===== src/rtl/user_wrapper_demux_rd.sv =====
// rtl/user_wrapper_demux_rd.sv - packet demux: one AXI-Stream input routed to N_DESTS registered outputs
// Define AXIS_DEMUX_DROP_EN to discard and count packets addressed to an out-of-range port.
module user_wrapper_demux_rd #(
  parameter int N_DESTS       = 1,
  parameter int AXI_DATA_BITS = 64,
  parameter int PID_BITS      = 4
) (
  input  logic                                        aclk,
  input  logic                                        areset,
  input  logic [1:0]                                  port_in,
  input  logic                                        s_axis_tvalid,
  output logic                                        s_axis_tready,
  input  logic [AXI_DATA_BITS-1:0]                    s_axis_tdata,
  input  logic [AXI_DATA_BITS/8-1:0]                  s_axis_tkeep,
  input  logic                                        s_axis_tlast,
  input  logic [PID_BITS-1:0]                         s_axis_tid,
  output logic [N_DESTS-1:0]                          m_axis_tvalid,
  input  logic [N_DESTS-1:0]                          m_axis_tready,
  output logic [N_DESTS-1:0][AXI_DATA_BITS-1:0]       m_axis_tdata,
  output logic [N_DESTS-1:0][AXI_DATA_BITS/8-1:0]     m_axis_tkeep,
  output logic [N_DESTS-1:0]                          m_axis_tlast,
  output logic [N_DESTS-1:0][PID_BITS-1:0]            m_axis_tid,
  output logic                                        busy,
  output logic [31:0]                                 drop_cnt
);

  typedef enum logic [1:0] {IDLE, FWD, DROP} state_t;

  state_t               state, state_nxt;
  logic [1:0]           dest_q;
  logic [1:0]           sel;
  logic                 in_range;
  logic                 drop_path;
  logic                 dst_ready;
  logic                 accept;
  logic [N_DESTS-1:0]   load;

  always_comb begin
    sel       = (state == IDLE) ? port_in : dest_q;
    in_range  = (32'(port_in) < N_DESTS);
`ifdef AXIS_DEMUX_DROP_EN
    drop_path = (state == DROP) || ((state == IDLE) && !in_range);
`else
    drop_path = 1'b0;
`endif
    dst_ready = 1'b0;
    for (int i = 0; i < N_DESTS; i++) begin
      if (sel == 2'(i)) dst_ready = !m_axis_tvalid[i] || m_axis_tready[i];
    end
    // An unroutable first beat stalls the input unless it is being dropped.
    if (areset)
      s_axis_tready = 1'b0;
    else if (drop_path)
      s_axis_tready = 1'b1;
    else if ((state == IDLE) && !in_range)
      s_axis_tready = 1'b0;
    else
      s_axis_tready = dst_ready;
    accept = s_axis_tvalid && s_axis_tready;
    load   = '0;
    for (int i = 0; i < N_DESTS; i++) begin
      load[i] = accept && !drop_path && (sel == 2'(i));
    end
    state_nxt = state;
    case (state)
      IDLE:      if (accept && !s_axis_tlast) state_nxt = drop_path ? DROP : FWD;
      FWD, DROP: if (accept && s_axis_tlast)  state_nxt = IDLE;
      default:   state_nxt = IDLE;
    endcase
  end

  always_ff @(posedge aclk or posedge areset) begin
    if (areset) begin
      state  <= IDLE;
      dest_q <= '0;
    end else begin
      state <= state_nxt;
      if (accept && (state == IDLE)) dest_q <= port_in;
    end
  end

  // One-entry output slot per destination; a load while draining keeps it full.
  always_ff @(posedge aclk or posedge areset) begin
    if (areset) begin
      m_axis_tvalid <= '0;
      m_axis_tdata  <= '0;
      m_axis_tkeep  <= '0;
      m_axis_tlast  <= '0;
      m_axis_tid    <= '0;
    end else begin
      for (int i = 0; i < N_DESTS; i++) begin
        if (load[i]) begin
          m_axis_tvalid[i] <= 1'b1;
          m_axis_tdata[i]  <= s_axis_tdata;
          m_axis_tkeep[i]  <= s_axis_tkeep;
          m_axis_tlast[i]  <= s_axis_tlast;
          m_axis_tid[i]    <= s_axis_tid;
        end else if (m_axis_tready[i]) begin
          m_axis_tvalid[i] <= 1'b0;
        end
      end
    end
  end

  assign busy = (state != IDLE);

`ifdef AXIS_DEMUX_DROP_EN
  always_ff @(posedge aclk or posedge areset) begin
    if (areset)
      drop_cnt <= '0;
    else if (accept && (state == IDLE) && drop_path && (drop_cnt != 32'hFFFF_FFFF))
      drop_cnt <= drop_cnt + 32'd1;
  end
`else
  assign drop_cnt = '0;
`endif

endmodule


===== config.mk =====
export PLATFORM = sky130hd
export DESIGN_NAME = user_wrapper_demux_rd
export DESIGN_NICKNAME = d
export VERILOG_FILES = /design/src/rtl/user_wrapper_demux_rd.sv
export SDC_FILE = /design/constraint.sdc
export NUM_CORES = 1
export LEC_CHECK = 0
export ABC_AREA = 1
export CORE_MARGIN = 1.5
export CORE_UTILIZATION = 40
export CTS_CLUSTER_DIAMETER = 30
export CTS_CLUSTER_SIZE = 20
export DETAILED_ROUTE_END_ITERATION = 10
export PLACE_DENSITY = 0.9
export SLEW_MARGIN = 10
export SYNTH_ARGS = -nofsm -noshare
export SYNTH_HDL_FRONTEND = slang
export SYNTH_SLANG_ARGS = --single-unit

===== constraint.sdc =====
create_clock -name aclk -period 4.8 [get_ports aclk]
set_input_delay 0.96 -clock aclk [delete_from_list [all_inputs] [get_ports aclk]]
set_output_delay 0.96 -clock aclk [all_outputs]
set_load 0.05 [all_outputs]

== Word level (Yosys, flattened, before mapping) ==
Index checks and enable logic that the tools add are counted.
Word-level totals
  input bits: 83
  bits in registers: 82
  output and inout port bits: 112
Operators by class
  magnitude comparators: 1
  mux-type cells: 9
  equal/unequal tests: 4
  reductions and logical operators: 16
Operators by type and width (count)
  1-bit logical AND: 6
  2-bit two-way mux: 3
  1-bit two-way mux: 5
  2-bit zero test: 2
  2-bit case mux with 2 select lines: 1
  2-bit nonzero test: 2
  1-bit zero test: 3
  2-bit by 1-bit == test with 1-bit output (second input constant): 1
  2-bit == test (second input constant): 1
  2-bit by 1-bit < comparator with 1-bit output (second input constant): 1
  2-bit by 1-bit != test with 1-bit output (second input constant): 1
  2-bit != test (second input constant): 1
  2-bit AND reduction: 1
  2-bit OR reduction: 1
  1-bit logical OR: 1

== Longest topological paths before layout ==
Gate-level depths: netlist (run 1).
  depth after elaboration: 10
  mapped depth: 9
  gate-level depth less buffers: 8

== Worst setup path before layout (run 1) ==
No wires, ideal clock.
  kind: input -> output
  from: input areset
  to: output s_axis_tready
  buffers on the path: 0
  cell stages on the path: 3
  arrival time: 4.027 ns
  slack: -0.187 ns
  path through: inv_1 nand2_2 nor3b_1
Between the ends
  cells in the longest elaborated chain, start to end: 1
RTL lines
  start, declared: RTL line 9  | input logic areset,
  1-bit two-way mux: RTL line 51  | if (areset)
  end, declared: RTL line 12  | output logic s_axis_tready,
Every way passes these cells.

== Final worst setup path (run 1) ==
Same ends and word-level chain as after synthesis.

==> results of run 1 <==
-- stage by stage --
step	power (mW)	utilization (%)	area [um2]
finish	3.29	60.1	5550
global route	3.45	60.1	5550
CTS	3.33	60.1	5550
detailed placement	2.74	57.6	5320
global placement	2.70	57.6	5320
floorplan	2.19	-	3930
-- report_power, final --
group	switching (mW)	total [mW]	leakage [nW]	internal (mW)
registers	0.121	1.01	1.01	0.892
clock network	0.235	0.575	0.111	0.341
logic	1.14	1.70	1.63	0.557
total	1.50	3.29	2.75	1.79
-- tightest hold or removal path, stage by stage (launching register included) --
cell and delay (ns):
sky130_fd_sc_hd__dfrtp_1 0.35, sky130_fd_sc_hd__nand2_1 0.06, sky130_fd_sc_hd__o21ai_2 0.05
-- cells in the final DEF (no fill, tap or decap) --
cell,count
sky130_fd_sc_hd__nand2_1,83
sky130_fd_sc_hd__clkdlybuf4s50_1,162
sky130_fd_sc_hd__nand2_2,2
sky130_fd_sc_hd__nor2_1,2
sky130_fd_sc_hd__o21ai_2,76
sky130_fd_sc_hd__clkinv_4,1
sky130_fd_sc_hd__nand4_1,2
sky130_fd_sc_hd__bufinv_16,3
sky130_fd_sc_hd__buf_12,1
sky130_fd_sc_hd__clkbuf_8,9
sky130_fd_sc_hd__buf_4,2
sky130_fd_sc_hd__nor2_2,1
sky130_fd_sc_hd__inv_1,81
sky130_fd_sc_hd__clkinvlp_4,2
sky130_fd_sc_hd__conb_1,32
sky130_fd_sc_hd__nand3_4,1
sky130_fd_sc_hd__dfrtp_1,81
sky130_fd_sc_hd__o21ai_1,1
sky130_fd_sc_hd__nor3b_1,1
-- cell families after synthesis --
group	Yosys count	synth area share, %
buf+inv	131	19.4
simple gates	92	9.66
flops	81	53.2
compound gates	77	17.6
other cells	1	0.0985
-- registers in the layout (all words and copies together) (netlist names) --
| register | flops |
|---|---|
| state | 1 |
| dest_q | 2 |
| m_axis_tdata | 64 |
| m_axis_tlast | 1 |
| m_axis_tkeep | 8 |
| m_axis_tvalid | 1 |
| m_axis_tid | 4 |
-- final timing paths --
path,from,end,slack (ns),cells after the start
hold reg to reg,m_axis_tdata[49],m_axis_tdata[49],0.48,2
hold / removal,m_axis_tdata[49],m_axis_tdata[49],0.48,2
min in group asynchronous,areset,m_axis_tkeep[6],1.36,3
setup / recovery,areset,s_axis_tready,1.23,5
max in group asynchronous,areset,m_axis_tdata[40],2.79,3
setup reg to reg,dest_q[1],m_axis_tkeep[2],2.63,5
-- metal layers --
metal / wire length [um] / global-route usage [%] / vias up
met4: 163 / 6.50 / 0
met2: 4200 / 28.4 / 112
met5: 0 / 0 / -
met1: 3080 / 18.9 / 1310
met3: 513 / 4.79 / 14
li1: - / - / 1389
-- cell type report --
| cell class | count | area (um2) | share of cell area (%) |
|---|---|---|---|
| well taps | 129 | 161 | 2.91 |
| clock inverters | 5 | 106 | 1.92 |
| flip-flops and latches | 81 | 2030 | 36.5 |
| inverters | 82 | 312 | 5.61 |
| clock buffers | 9 | 124 | 2.23 |
| multi-input cells | 201 | 1170 | 21.0 |
| repair buffers | 165 | 1660 | 29.8 |
==> flow_summary.json, run 1 <==
{
  "clk_pin_slew_ns": 0.08,
  "post_synth_most_frequent_cells": "83 x sky130_fd_sc_hd__nand2_1, 82 x sky130_fd_sc_hd__inv_1, 81 x sky130_fd_sc_hd__dfrtp_1, 76 x sky130_fd_sc_hd__o21ai_2, 32 x sky130_fd_sc_hd__buf_4",
  "final-max-slew-violation-count": 0,
  "rows": 35,
  "setup-tns-final_ns": 0,
  "grt_start_max_net_pins": 82,
  "clkSinkCount": 81,
  "drtIter0Drc": 86,
  "die_width_um": 101,
  "nNetsFinal": 623,
  "finalWorstPathRequiredPeriod_ns": 3.57,
  "setup-violations-final": 0,
  "max_cap_viol_count": 0,
  "cts_root_buffer": "sky130_fd_sc_hd__clkbuf_8",
  "synth.top_cells.by_area": "sky130_fd_sc_hd__dfrtp_1 53%, sky130_fd_sc_hd__o21ai_2 17%, sky130_fd_sc_hd__nand2_1 8.2%",
  "htreeDepth": 3,
  "globalRouteOverflowTotal": 0,
  "tightest_slew_margin_relative_to_the_limit_pct": 34.1,
  "synth_top_cell_area_share_pct": 53.2,
  "endpoint_kind": "output pin",
  "grt.total_usage_pct": 16.4,
  "start_util_pct": 41.2,
  "cts_hold_buffers": 0,
  "cts_tree": "yes",
  "synth_cell_types": 14,
  "post_cts_resize_count": 0,
  "path_buf_inv": 3,
  "crit_required_ns": 3.84,
  "rsz_0062_raised_after_global_routing": "no",
  "vias": 2825,
  "drcViolationCount": 0,
  "cp_top_family": "buffers and inverters",
  "clockBufferDepth": 2,
  "port_buffers": 162,
  "timing.setup.critical_path_class": "in -> out",
  "ys_ff_latch": 81,
  "dominant_register_cell_in_the_synthesized_netlist": "sky130_fd_sc_hd__dfrtp_1",
  "timing_hold_violations_final": 0,
  "route.detailed.vias_per_inst": 4.20,
  "post_cts.repair.setup_buffers": 0,
  "core_mm2": 0.00924,
  "place.detailed.instances": 658,
  "post-place-ws_ns": 1.24,
  "critical-path-slowest-cell": "sky130_fd_sc_hd__clkdlybuf4s50_1",
  "layoutNonFillerInstCount": 672,
  "worst_ep_arrival_time_ns": 2.61,
  "final_estimated_routing_congestion_in_global_placement": 0.735,
  "min-delay-path-class": "reg -> reg",
  "hold_ws_ns": 0.485,
  "ir_worst_vdd_v": 0.000340,
  "hpwl_um": 6020,
  "cts_bufs_inserted": 9,
  "number_of_enable_flip_flop_cells_after_synthesis": 0,
  "antenna_left": 0,
  "synth_async_sr_flop_share_pct": 100,
  "antenna_violations_before_repair": 0,
  "setup_slack_ns": 1.23,
  "n_fill_cell": 777,
  "routed_wirelength_um": 7960,
  "drt_pre_antenna_iters": 4,
  "die_area_mm2": 0.0101,
  "worst_clock_skew_ns": 0.00870,
  "wl_per_cell_um": 11.8,
  "synth_warn": 0,
  "number_of_global_route_vias_before_repair": 2865,
  "antenna-diode-count": 0,
  "max_slew.worst_pin.slew_ns": 0.989,
  "areaGrowthSynthToFinish_pct": 45.8,
  "clkLatencyLatePin_ns": 0.34,
  "post-synth-top-area-cell": "sky130_fd_sc_hd__dfrtp_1",
  "top_level_ports": 195,
  "synth.most_common_cell": "sky130_fd_sc_hd__nand2_1",
  "p_per_area_mw_per_mm2": 592,
  "worstSetupStartpointType": "input pin",
  "cp_max_fo": 2,
  "crit_chain": "clkdlybuf4s50_1 -> clkinvlp_4 -> nand2_2 -> nor3b_1 -> clkdlybuf4s50_1",
  "clock.fmax_mhz": 280,
  "sequential_cell_area_fraction_in_the_yosys_report_pct": 53.2,
  "layout-drive-gt1-share_pct": 18.0,
  "leakagePower_nw": 2.75,
  "post_synth.cell_area_avg_um2": 9.97,
  "min_period_over_period_pct": 74.3,
  "post_synth_instance_area_mm2": 0.00381,
  "die_y_extent_um": 101,
  "outcome": "finished, final reports clean",
  "largest_stage_delay_worst_path_ns": 0.83,
  "timing.critical_path.mode_cell": "sky130_fd_sc_hd__clkdlybuf4s50_1",
  "grt_pass1_wl_um": 13000,
  "netlist_instances": 382
}
Note: power is estimated with default switching activity, not from simulation.
==> run 2: changes to the inputs <==
==> constraint.sdc (replaced) <==
create_clock -name aclk -period 3.4 [get_ports aclk]
set_input_delay 0.68 -clock aclk [delete_from_list [all_inputs] [get_ports aclk]]
set_output_delay 0.68 -clock aclk [all_outputs]
set_load 0.05 [all_outputs]
==> flow_summary.json, run 2 (synthesis gave the netlist of run 1 again) <==
{
  "drtIter0Drc": 71,
  "setup_slack_ns": 0.962,
  "top_level_ports": 195,
  "crit_required_ns": 2.72,
  "grt_start_max_net_pins": 82,
  "worst_clock_skew_ns": 0.00760,
  "switchingPower_mw": 2.15,
  "max_slew.worst_pin.slew_ns": 1.01,
  "grt.total_usage_pct": 16.7,
  "cp_max_fo": 2,
  "rsz_0062_raised_after_global_routing": "no",
  "final_estimated_routing_congestion_in_global_placement": 0.746,
  "drcViolationCount": 0,
  "number_of_global_route_vias_before_repair": 2809,
  "rows": 35,
  "die_area_mm2": 0.0101,
  "globalRouteOverflowTotal": 0,
  "antenna_violations_before_repair": 0,
  "max_cap_viol_count": 0,
  "worstSetupStartpointType": "input pin",
  "wl_per_cell_um": 11.8,
  "outcome": "finished, final reports clean",
  "place_area_mm2": 0.00535,
  "antenna-diode-count": 0,
  "endpoint_kind": "output pin",
  "post_cts.repair.setup_buffers": 0,
  "p_per_area_mw_per_mm2": 809,
  "core_mm2": 0.00924,
  "cts_hold_buffers": 0,
  "ir_worst_vdd_v": 0.000481,
  "most_frequent_cells_in_the_layout": "161 x sky130_fd_sc_hd__clkdlybuf4s50_1, 83 x sky130_fd_sc_hd__nand2_1, 81 x sky130_fd_sc_hd__inv_1, 81 x sky130_fd_sc_hd__dfrtp_1, 76 x sky130_fd_sc_hd__o21ai_2",
  "clock_power_share_pct": 14.2,
  "layout-drive-gt1-share_pct": 18.7,
  "start_util_pct": 41.2,
  "die_y_extent_um": 101,
  "grt_pass1_wl_um": 13300,
  "areaGrowthSynthToFinish_pct": 45.1,
  "reg.largest.list": "m_axis_tdata (64), m_axis_tkeep (8), m_axis_tid (4)",
  "final_design_area_no_fill_mm2": 0.00553,
  "layout.cells.most_common": "sky130_fd_sc_hd__clkdlybuf4s50_1",
  "port_buffers": 162,
  "drt_pre_antenna_iters": 4,
  "antenna_left": 0,
  "die_width_um": 101,
  "setup-tns-final_ns": 0,
  "post_cts_resize_count": 0,
  "nNetsFinal": 623,
  "leakagePower_nw": 2.74,
  "htreeDepth": 3,
  "min-delay-path-class": "reg -> reg",
  "finalWorstPathRequiredPeriod_ns": 2.44,
  "cts_bufs_inserted": 9,
  "intPower_mw": 2.32,
  "clk_pin_slew_ns": 0.08,
  "final-max-slew-violation-count": 0,
  "vias": 2785,
  "power.switching_fraction_pct": 48.0,
  "clkSinkCount": 81,
  "clkLatencyLatePin_ns": 0.34,
  "worst_ep_arrival_time_ns": 1.76,
  "post-place-ws_ns": 0.973,
  "min_period_over_period_pct": 71.7,
  "hpwl_um": 5970,
  "timing.setup.critical_path_class": "in -> out",
  "route.detailed.vias_per_inst": 4.13,
  "largest_register_ff_count": 64,
  "seq_power_share_pct": 31.9,
  "clock.fmax_mhz": 410,
  "timing_hold_violations_final": 0,
  "routed_wirelength_um": 7960,
  "place.detailed.instances": 658,
  "combinationalPowerShare_pct": 53.9,
  "layoutNonFillerInstCount": 674,
  "tightest_slew_margin_relative_to_the_limit_pct": 32.4,
  "clockBufferDepth": 2,
  "cts_tree": "yes",
  "top_register": "m_axis_tdata",
  "setup-violations-final": 0,
  "cts_root_buffer": "sky130_fd_sc_hd__clkbuf_8"
}
## run 2: cell count changes in the layout (fill, tap and decap cells not counted)
cell | before | now
sky130_fd_sc_hd__inv_6 | 0 | 2
sky130_fd_sc_hd__bufinv_16 | 3 | 0
sky130_fd_sc_hd__nor3b_1 | 1 | 0
sky130_fd_sc_hd__buf_4 | 2 | 1
sky130_fd_sc_hd__buf_12 | 1 | 3
sky130_fd_sc_hd__clkdlybuf4s50_1 | 162 | 161
sky130_fd_sc_hd__clkinv_2 | 0 | 1
sky130_fd_sc_hd__clkinvlp_4 | 2 | 4
sky130_fd_sc_hd__nor3b_2 | 0 | 1
## run 2: layout make-up
class	count	area (um2)
timing repair buffer	165	1680
tap	129	161
sequential	81	2030
fill	787	3710
multi-input combinational	201	1170
inverter	82	312
clock buffer	9	124
clock inverter	7	53.8
## run 2: final timing paths
path	start	endpoint	slack (ns)	cells after the start
max in group asynchronous	areset	m_axis_tdata[31]	1.67	3
worst max-delay path	m_axis_tready	s_axis_tready	0.96	6
worst min register to register	m_axis_tdata[31]	m_axis_tdata[31]	0.49	2
worst max register to register	state[0]	m_axis_tdata[38]	1.91	6
min in group asynchronous	areset	m_axis_tkeep[4]	1.09	3
worst min-delay path	m_axis_tdata[31]	m_axis_tdata[31]	0.49	2
## run 2: critical path: stages
cell and delay [ns]:
sky130_fd_sc_hd__clkdlybuf4s50_1 0.45, sky130_fd_sc_hd__inv_1 0.04, sky130_fd_sc_hd__nand2_2 0.07, sky130_fd_sc_hd__nand2_2 0.06, sky130_fd_sc_hd__nor3b_2 0.28, sky130_fd_sc_hd__buf_12 0.18
## run 2: power by group through the flow
stage               registers [mW]  clock network (mW)  logic (mW)
floorplan                     2.49                   0       0.606
global placement              1.43                   0        2.39
detailed placement            1.44                   0        2.43
CTS                           1.43               0.661        2.43
global route                  1.46               0.704        2.53
finish                        1.43               0.635        2.41
## run 2: per-stage QoR
step | power [mW] | hold slack, ns | util [%]
6_report | 4.47 | 0.485 | 59.8
5_1_grt | 4.70 | 0.509 | 59.8
4_1_cts | 4.53 | 0.487 | 59.8
3_5_place_dp | 3.87 | 0.465 | 57.9
3_3_place_gp | 3.82 | 0.451 | 57.9
2_1_floorplan | 3.09 | 0.437 | -
## run 2: per-layer routing
| layer | global-route usage [%] | share of wire (%) |
|---|---|---|
| met5 | 0 | 0 |
| met4 | 5.42 | 1.2 |
| met3 | 3.54 | 5.4 |
| met2 | 29.3 | 53 |
| met1 | 20.4 | 40 |
==> run 3: changes to the inputs <==
==> constraint.sdc (replaced) <==
create_clock -name aclk -period 2.3 [get_ports aclk]
set_input_delay 0.46 -clock aclk [delete_from_list [all_inputs] [get_ports aclk]]
set_output_delay 0.46 -clock aclk [all_outputs]
set_load 0.05 [all_outputs]
==> flow_summary.json, run 3 (synthesis gave the netlist of run 1 again) <==
{
  "routed_wirelength_um": 8170,
  "place_area_mm2": 0.00538,
  "start_util_pct": 41.2,
  "cts_bufs_inserted": 9,
  "hpwl_um": 6140,
  "r2r-start": "state[0]",
  "rr_endpoint": "m_axis_tdata[26]",
  "tightest_slew_margin_relative_to_the_limit_pct": 32.6,
  "clkLatencyLatePin_ns": 0.34,
  "endpoint_kind": "output pin",
  "worst_clock_skew_ns": 0.0129,
  "timing.setup.critical_path_class": "reg -> out",
  "core_mm2": 0.00924,
  "antenna-diode-count": 0,
  "max_cap_viol_count": 0,
  "drcViolationCount": 0,
  "postLayoutCoreUtil_pct": 60.9,
  "max_slew.worst_pin.slew_ns": 1.01,
  "reg.largest.list": "m_axis_tdata (64), m_axis_tkeep (8), m_axis_tid (4)",
  "clock.fmax_mhz": 487,
  "clockBufferDepth": 2,
  "busiest_layer": "met2",
  "gr_util_met2_pct": 28.5,
  "die_area_mm2": 0.0101,
  "final-max-slew-violation-count": 0,
  "port_buffers": 162,
  "top_register": "m_axis_tdata",
  "gr-usage-met3_pct": 4.30,
  "grt_start_max_net_pins": 82,
  "worst_ep_arrival_time_ns": 1.59,
  "largest_register_ff_count": 64,
  "cp_max_fo": 4,
  "final_estimated_routing_congestion_in_global_placement": 0.731,
  "timing.hold.worst_path_depth": 2,
  "drtIter0Drc": 76,
  "vias": 2800,
  "p_per_area_mw_per_mm2": 1240,
  "areaGrowthSynthToFinish_pct": 47.7,
  "min_to": "dest_q[0]",
  "worstSetupStartpointType": "register",
  "clkSinkCount": 81,
  "top_level_ports": 195,
  "setup.reg_to_reg.worst_slack_ns": 0.69,
  "ir_worst_vdd_v": 0.000639,
  "rsz_0062_raised_after_global_routing": "no",
  "finalWorstPathRequiredPeriod_ns": 2.05,
  "layout.cells.most_common": "sky130_fd_sc_hd__clkdlybuf4s50_1",
  "globalRouteOverflowTotal": 0,
  "final_design_area_no_fill_mm2": 0.00563,
  "rows": 35,
  "cts_tree": "yes",
  "die_width_um": 101,
  "grt_pass1_wl_um": 12900,
  "setup_slack_ns": 0.246,
  "most_frequent_cells_in_the_layout": "161 x sky130_fd_sc_hd__clkdlybuf4s50_1, 81 x sky130_fd_sc_hd__inv_1, 81 x sky130_fd_sc_hd__dfrtp_1, 78 x sky130_fd_sc_hd__nand2_1, 76 x sky130_fd_sc_hd__o21ai_2",
  "outcome": "finished, final reports clean",
  "timing_hold_violations_final": 0,
  "cts_root_buffer": "sky130_fd_sc_hd__clkbuf_8",
  "min-delay-path-class": "reg -> reg",
  "min_period_over_period_pct": 89.3,
  "met1_usage_pct": 18.7,
  "htreeDepth": 3,
  "crit_required_ns": 1.84,
  "cts_hold_buffers": 0,
  "die_y_extent_um": 101,
  "nNetsFinal": 625,
  "n_fill_cell": 746,
  "grt.total_usage_pct": 16.3,
  "route.detailed.vias_per_inst": 4.14,
  "drt_pre_antenna_iters": 4,
  "wl_per_cell_um": 12.1,
  "antenna_violations_before_repair": 0,
  "setup-violations-final": 0,
  "layout-drive-gt1-share_pct": 19.7,
  "worst_r2r_path_depth": 6,
  "number_of_global_route_vias_before_repair": 2786,
  "antenna_left": 0,
  "clk_pin_slew_ns": 0.08,
  "hold_ws_ns": 0.480,
  "post-place-ws_ns": 0.212,
  "post_cts.repair.setup_buffers": 0,
  "post_cts_resize_count": 0,
  "hp-start": "dest_q[0]",
  "leakagePower_nw": 2.79
}
## run 3: cell types whose count changed in the layout (fill, tap and decap cells not counted), sizes merged
| cell | before | now |
|---|---|---|
| clkinv | 2 | 3 |
| bufinv | 0 | 3 |
| clkinvlp | 4 | 1 |
| inv | 83 | 81 |
| buf | 4 | 6 |
| clkbuf | 9 | 10 |
## run 3: routing by layer
metal,part of all wire (%),vias to the layer above
met3,6.1,19
li1,-,1394
met1,41,1274
met2,51,113
met5,0,-
met4,2.7,0
## run 3: worst max-delay path by stage
stage | startpoint | to | slack, ns
5_1_grt | dest_q[1] | s_axis_tready | 0.15
3_5_place_dp | port_in[0] | m_axis_tdata[11] | 0.21
3_3_place_gp | port_in[1] | m_axis_tdata[21] | 0.26
2_1_floorplan | areset | m_axis_tdata[10] | -0.26
6_report | dest_q[1] | s_axis_tready | 0.25
4_1_cts | state[0] | busy | 0.22
## run 3: critical path: stages, from the launching register on
cell and delay (ns):
sky130_fd_sc_hd__dfrtp_1 0.39, sky130_fd_sc_hd__o21ai_1 0.38, sky130_fd_sc_hd__nor3b_4 0.27, sky130_fd_sc_hd__buf_4 0.22
## run 3: per-stage QoR
stage	power [mW]	setup TNS [ns]	std cells
after global routing	7.26	0	676
after global placement	5.67	0	660
final	6.96	0	676
after CTS	7.03	0	676
after detailed placement	5.75	0	660
after floorplan	4.60	-20.31	413
## run 3: layout make-up
cell class | count | area (um2) | share of cell area, %
clock inverters | 6 | 116 | 2.07
multi-input cells | 201 | 1200 | 21.3
well taps | 129 | 161 | 2.87
repair buffers | 167 | 1680 | 29.9
clock buffers | 10 | 128 | 2.27
flip-flops and latches | 81 | 2030 | 36.0
inverters | 82 | 312 | 5.54
## run 3: power breakdown
group / internal, mW / switching (mW)
clock: 0.728 / 0.528
combinational: 1.18 / 2.39
sequential: 1.86 / 0.263
